==> src/rtl/alu_trace_buffer.sv <==
`default_nettype none
// ============================================================================
// Module   : alu_trace_buffer
// Brief    : Captures ALU operations reported by the execute stage while
//            debug is asserted and queues them in a show-ahead FIFO that is
//            drained over a valid/ready read port. Never stalls the core:
//            a capture that finds the FIFO full is dropped and counted.
// Revision : 1.0 - initial release
// ============================================================================
module alu_trace_buffer #(
    parameter int DEPTH  = 16,
    parameter int ADDR_W = 4,
    parameter int SEQ_W  = 16
) (
    input  logic              clk,
    input  logic              reset_n,
    input  logic              debug,
    input  logic              clear,
    input  logic              alu_valid,
    input  logic [3:0]        alu_ctrl,
    input  logic [31:0]       alu_a,
    input  logic [31:0]       alu_b,
    input  logic [31:0]       alu_result,
    output logic              rd_valid,
    input  logic              rd_ready,
    output logic [3:0]        rd_ctrl,
    output logic [31:0]       rd_a,
    output logic [31:0]       rd_b,
    output logic [31:0]       rd_result,
    output logic [SEQ_W-1:0]  rd_seq,
    output logic [ADDR_W:0]   count,
    output logic              full,
    output logic              empty,
    output logic              overflow,
    output logic [SEQ_W-1:0]  drop_count
);

    // Record layout, MSB to LSB: ctrl | a | b | result | seq
    localparam int                c_REC_W     = 4 + 32 + 32 + 32 + SEQ_W;
    localparam logic [ADDR_W:0]   c_DEPTH_CNT = (ADDR_W + 1)'(DEPTH);
    localparam logic [ADDR_W:0]   c_PTR_ONE   = (ADDR_W + 1)'(1);
    localparam logic [SEQ_W-1:0]  c_SEQ_ONE   = SEQ_W'(1);
    localparam logic [SEQ_W-1:0]  c_SEQ_MAX   = '1;

    // Pointers carry one extra MSB so full and empty are distinguishable
    logic [ADDR_W:0]      r_wr_ptr;
    logic [ADDR_W:0]      r_rd_ptr;
    logic [SEQ_W-1:0]     r_seq;
    logic                 r_overflow;
    logic [SEQ_W-1:0]     r_drop_count;
    logic [c_REC_W-1:0]   r_mem [DEPTH];

    logic                 w_cap;
    logic                 w_pop;
    logic                 w_push;
    logic                 w_drop;
    logic [ADDR_W:0]      w_count;
    logic                 w_full;
    logic                 w_empty;
    logic [c_REC_W-1:0]   w_wr_rec;
    logic [c_REC_W-1:0]   w_head;

    // Occupancy and event decode; clear overrides every other event
    always_comb begin
        w_count  = r_wr_ptr - r_rd_ptr;
        w_full   = (w_count == c_DEPTH_CNT);
        w_empty  = (r_wr_ptr == r_rd_ptr);
        w_cap    = debug & alu_valid;
        w_pop    = ~w_empty & rd_ready;
        w_push   = ~clear & w_cap & (~w_full | w_pop);
        w_drop   = ~clear & w_cap & w_full & ~w_pop;
        w_wr_rec = {alu_ctrl, alu_a, alu_b, alu_result, r_seq};
        w_head   = r_mem[r_rd_ptr[ADDR_W-1:0]];
    end

    // Pointer, sequence and drop bookkeeping
    always_ff @(posedge clk or negedge reset_n) begin
        if (!reset_n) begin
            r_wr_ptr     <= '0;
            r_rd_ptr     <= '0;
            r_seq        <= '0;
            r_overflow   <= 1'b0;
            r_drop_count <= '0;
        end else if (clear) begin
            r_wr_ptr     <= '0;
            r_rd_ptr     <= '0;
            r_seq        <= '0;
            r_overflow   <= 1'b0;
            r_drop_count <= '0;
        end else begin
            if (w_push) begin
                r_wr_ptr <= r_wr_ptr + c_PTR_ONE;
            end
            if (w_pop) begin
                r_rd_ptr <= r_rd_ptr + c_PTR_ONE;
            end
            // Every capture consumes a number, so gaps expose dropped records
            if (w_cap) begin
                r_seq <= r_seq + c_SEQ_ONE;
            end
            if (w_drop) begin
                r_overflow <= 1'b1;
                if (r_drop_count != c_SEQ_MAX) begin
                    r_drop_count <= r_drop_count + c_SEQ_ONE;
                end
            end
        end
    end

    // Record storage; contents are deliberately left untouched by reset/clear
    always_ff @(posedge clk) begin
        if (w_push) begin
            r_mem[r_wr_ptr[ADDR_W-1:0]] <= w_wr_rec;
        end
    end

    // Show-ahead read port, forced to zero while nothing is stored
    always_comb begin
        rd_valid  = ~w_empty;
        rd_ctrl   = '0;
        rd_a      = '0;
        rd_b      = '0;
        rd_result = '0;
        rd_seq    = '0;
        if (!w_empty) begin
            {rd_ctrl, rd_a, rd_b, rd_result, rd_seq} = w_head;
        end
    end

    // Status outputs
    always_comb begin
        count      = w_count;
        full       = w_full;
        empty      = w_empty;
        overflow   = r_overflow;
        drop_count = r_drop_count;
    end

endmodule
`default_nettype wire

==> config.mk <==
export PLATFORM = sky130hd
export DESIGN_NAME = alu_trace_buffer
export DESIGN_NICKNAME = d
export VERILOG_FILES = /design/src/rtl/alu_trace_buffer.sv
export SDC_FILE = /design/constraint.sdc
export NUM_CORES = 1
export LEC_CHECK = 0
export CAP_MARGIN = 15
export CORE_MARGIN = 8
export CORE_UTILIZATION = 55
export CTS_BUF_LIST = sky130_fd_sc_hd__clkbuf_16
export CTS_CLUSTER_DIAMETER = 100
export DETAILED_ROUTE_END_ITERATION = 8
export GPL_TIMING_DRIVEN = 0
export HOLD_SLACK_MARGIN = 0.08
export PLACE_DENSITY = 0.76
export SYNTH_ARGS = -nofsm -noshare
export SYNTH_HDL_FRONTEND = slang
export SYNTH_SLANG_ARGS = --single-unit
export TNS_END_PERCENT = 5
==> constraint.sdc <==
create_clock -name clk -period 5.85 [get_ports clk]
set_input_delay 1.4625 -clock clk [delete_from_list [all_inputs] [get_ports clk]]
set_output_delay 1.4625 -clock clk [all_outputs]
set_load 0.03 [all_outputs]
==> results by group <==
Yosys
  – Mux contribution to synthesized area: 18.0%
  – Synth Area in Adders: 0.217%
  – Simple-gate area share of the yosys netlist: 1.97%
  – Average size of a mapped cell: 24.5 µm²
  – Most used DFF post-synth: edfxtp_1
  – Post-synthesis cell area: 0.0728 mm²
  – EDFF count, synth: 1,856
  – Fraction of registers with async set/reset: 2.26%
  – Post-Syn Instances: 2,967
  – Mapped Nets: 3,085
  – Sequential area share after synthesis: 78.0%
  – Xor/xnor share of the synthesized area: 0.433%
  – Post-synthesis cell type count: 44
  – Post-synth top area share: 76.6%
  – Post-synthesis register bit count: 1,899
  – Largest family of logic cells by synthesized area: multiplexers
  – Yosys top cell by area: edfxtp_1
  – Yosys warns: 0
  – Compound-Gate Fraction of Synth Area: 0.251%
  – Top cells by area, synth: edfxtp_1 77%, mux4_2 18%, dfrtp_1 1.5%, and2_1 1.0%, clkbuf_1 0.39%

Route
  – Iter 0 DRT Violations: 4,680
  – Routed vias/inst: 6.46
  – Vias: 34,600
  – Drc violations: 0
  – Pre-Repair DR Iteration Count: 6
  – Final WL: 179 mm
  – DR WL/cell: 33.5 µm
  – Routed Antenna Nets: 0

STA
  – Setup TNS: 0 ns
  – Final setup skew: 0.0280 ns
  – Actual slew at the worst max-slew pin: 1.13 ns
  – F_max: 173 MHz
  – Slew headroom: 24.9%
  – Min Hold Slack: 0.522 ns
  – Tcrit/Tclk final: 98.9%
  – Max Slew Vio Count: 0
  – PnR worst setup slack: 0.0655 ns
  – Min Tclk post-route: 5.78 ns
  – RSZ-0062 raised after global routing: true
  – Final Hold Fails: 0
  – Final setup vio count: 0

Setup path
  – Critical path required time: 4.39 ns
  – Crit-path cells: clkbuf_2 -> clkbuf_1 -> mux4_2 -> mux4_2 -> and2_1 -> clkdlybuf4s50_1
  – Critical path startpoint category: flop
  – CP max FO: 10
  – Worst Path Arrival: 4.32 ns
  – Critical path buffers and inverters: 3
  – Slowest CP cell: clkbuf_1
  – Slowest cell delay on critical path: 0.71 ns
  – CP endpoint kind: output pin
  – Setup CP Type: flop to output pin
  – CP dominant cell by count: mux4_2
  – Cell family with most CP delay: buffers and inverters

Place
  – Dpl ws: -1.03 ns
  – Placed cell count: 5,016
  – HPWL Detailed: 100 mm
  – RD Place Congestion: 0.773
  – Port buffer count: 245

Global routing
  – First-pass GRT wire length: 258 mm
  – Vias in the first global route: 36,500
  – Largest net degree at the start of global routing: 46
  – Total track usage: 24.7%
  – Initial antenna violation count: 20
  – GRT overflow: 0

Cells and area
  – Area of the multi-input gates: 0.0152 mm²
  – Layout cells sized above 1: 27.8%
  – Commonest non-fill, non-tap cell in the layout: edfxtp_1
  – Commonest non-fill, non-tap cells in the layout: 1,856 x edfxtp_1, 580 x mux4_2, 203 x clkdlybuf4s50_1
  – Seq. cell area: 0.0568 mm²
  – Layout area overhead: 16.2%
  – Finished Layout Cells: 5,358
  – FILL cells: 8,354
  – Total Nets Final: 3,564

Min path
  – Worst min path class: flop to flop

Pwr
  – Sequential share of power: 48.5%
  – Clock Power Share: 36.4%
  – Comb power frac: 15.1%
  – Total power: 0.0309 W
  – Power Density: 366 mW/mm²
  – Switching share of power: 24.3%
  – Maximum VDD drop: 253 µV
  – Switching power of the nets: 0.00753 W
  – Pleak: 26.6 nW
  – Int Pwr: 0.0234 W

Floorplanning
  – Die area: 0.144 mm²
  – I/O pin total: 247
  – Chip Width: 380 µm
  – Starting Density: 55.4%
  – DIE HEIGHT: 380 µm
  – Row cnt: 133
  – Core Region: 0.131 mm²

Clock network
  – CTS buffer count: 182
  – Clk buf depth: 3
  – CTS clock-pin slew for the worst setup and hold paths: 0.06 ns
  – H-tree levels: 4
  – Clock Latency Late Sink: 0.80 ns
  – Root Buffer: clkbuf_16
  – CTS tree: built
  – Clk sinks: 1,899

Outcome
  – Outcome: completed

Job
  – MaxCap Viol Count: 0
[timing repair]
action,in CTS,in global routing
pin swaps,1,0
setup buffers,1,0
hold buffers,0,0
endpoints found under the setup margin,666,39
resized for setup,97,19
gates cloned,0,0
[synth_stat cells (8+ instances only)]
cell type  instances
xor2_1            25
inv_1              8
and3_1            21
a21oi_1           14
xnor2_1           11
nand4_1           16
ha_1              11
nor2_1            40
buf_6             11
buf_2             13
nand3_1           14
buf_1             17
mux4_2           580
nand2_1           19
buf_4             35
clkbuf_1          75
and2_1           122
dfrtp_1           43
edfxtp_1        1856
[final timing paths]
kind                                           start                         to  slack [ns]  cells past startpoint
min in group asynchronous                    reset_n  drop_count[0]$_DFFE_PN0P_        0.55                      1
max reg2reg                  r_rd_ptr[1]$_DFFE_PN0P_     r_mem[3][59]$_DFFE_PP_        0.36                     14
max in group asynchronous                    reset_n    r_rd_ptr[1]$_DFFE_PN0P_        4.78                      2
min reg2reg                drop_count[5]$_DFFE_PN0P_  drop_count[5]$_DFFE_PN0P_        0.52                      1
max                          r_rd_ptr[1]$_DFFE_PN0P_                   rd_a[17]        0.07                      6
min                        drop_count[5]$_DFFE_PN0P_  drop_count[5]$_DFFE_PN0P_        0.52                      1
[flip-flops by register name, indices dropped and copies added (netlist names)]
register    count
drop_count     16
overflow        1
r_mem        1856
r_rd_ptr        5
r_seq          16
r_wr_ptr        5
[area by class of cell]
type	instances	share of cell area, %
clock buffer	185	5.47
clock inverter	149	1.23
tap	1755	2.60
multi-input combinational	908	18.0
sequential	1899	67.2
antenna	7	0.0207
buffer	149	1.08
inverter	9	0.0459
timing repair buffer	297	4.35
[through the flow]
| step | instance area [µm²] | util, % |
|---|---|---|
| after floorplan | 72800 | - |
| after global placement | 77500 | 58.9 |
| after detailed placement | 78700 | 59.9 |
| after CTS | 84500 | 64.3 |
| after global routing | 84600 | 64.3 |
| final | 84600 | 64.3 |
[kinds of logic after synthesis]
logic type | count (synthesis)
XOR/XNOR | 36
flip-flops | 1899
AO/OA/AOI/OAI | 27
buffers and inverters | 160
adder cells (fa/ha/maj) | 12
AND/OR/NAND/NOR | 252
multiplexers | 581
[power by group through the flow]
stage	sequential, W	combinational [W]	clock (W)
after floorplan	0.0153	0.00298	0
final	0.0150	0.00468	0.0113
after global placement	0.0153	0.00468	0
after detailed placement	0.0153	0.00476	0
after global routing	0.0150	0.00493	0.0119
after CTS	0.0150	0.00476	0.0114
[metal layers]
metal | track usage (%) | routed length [µm] | up-vias
met2 | 40.9 | 90000 | 1949
li1 | - | - | 13700
met4 | 8.45 | 6010 | 20
met1 | 32.9 | 67200 | 18600
met3 | 5.34 | 16000 | 368
met5 | 0 | 135 | -
(Power assumes the default switching activity.)
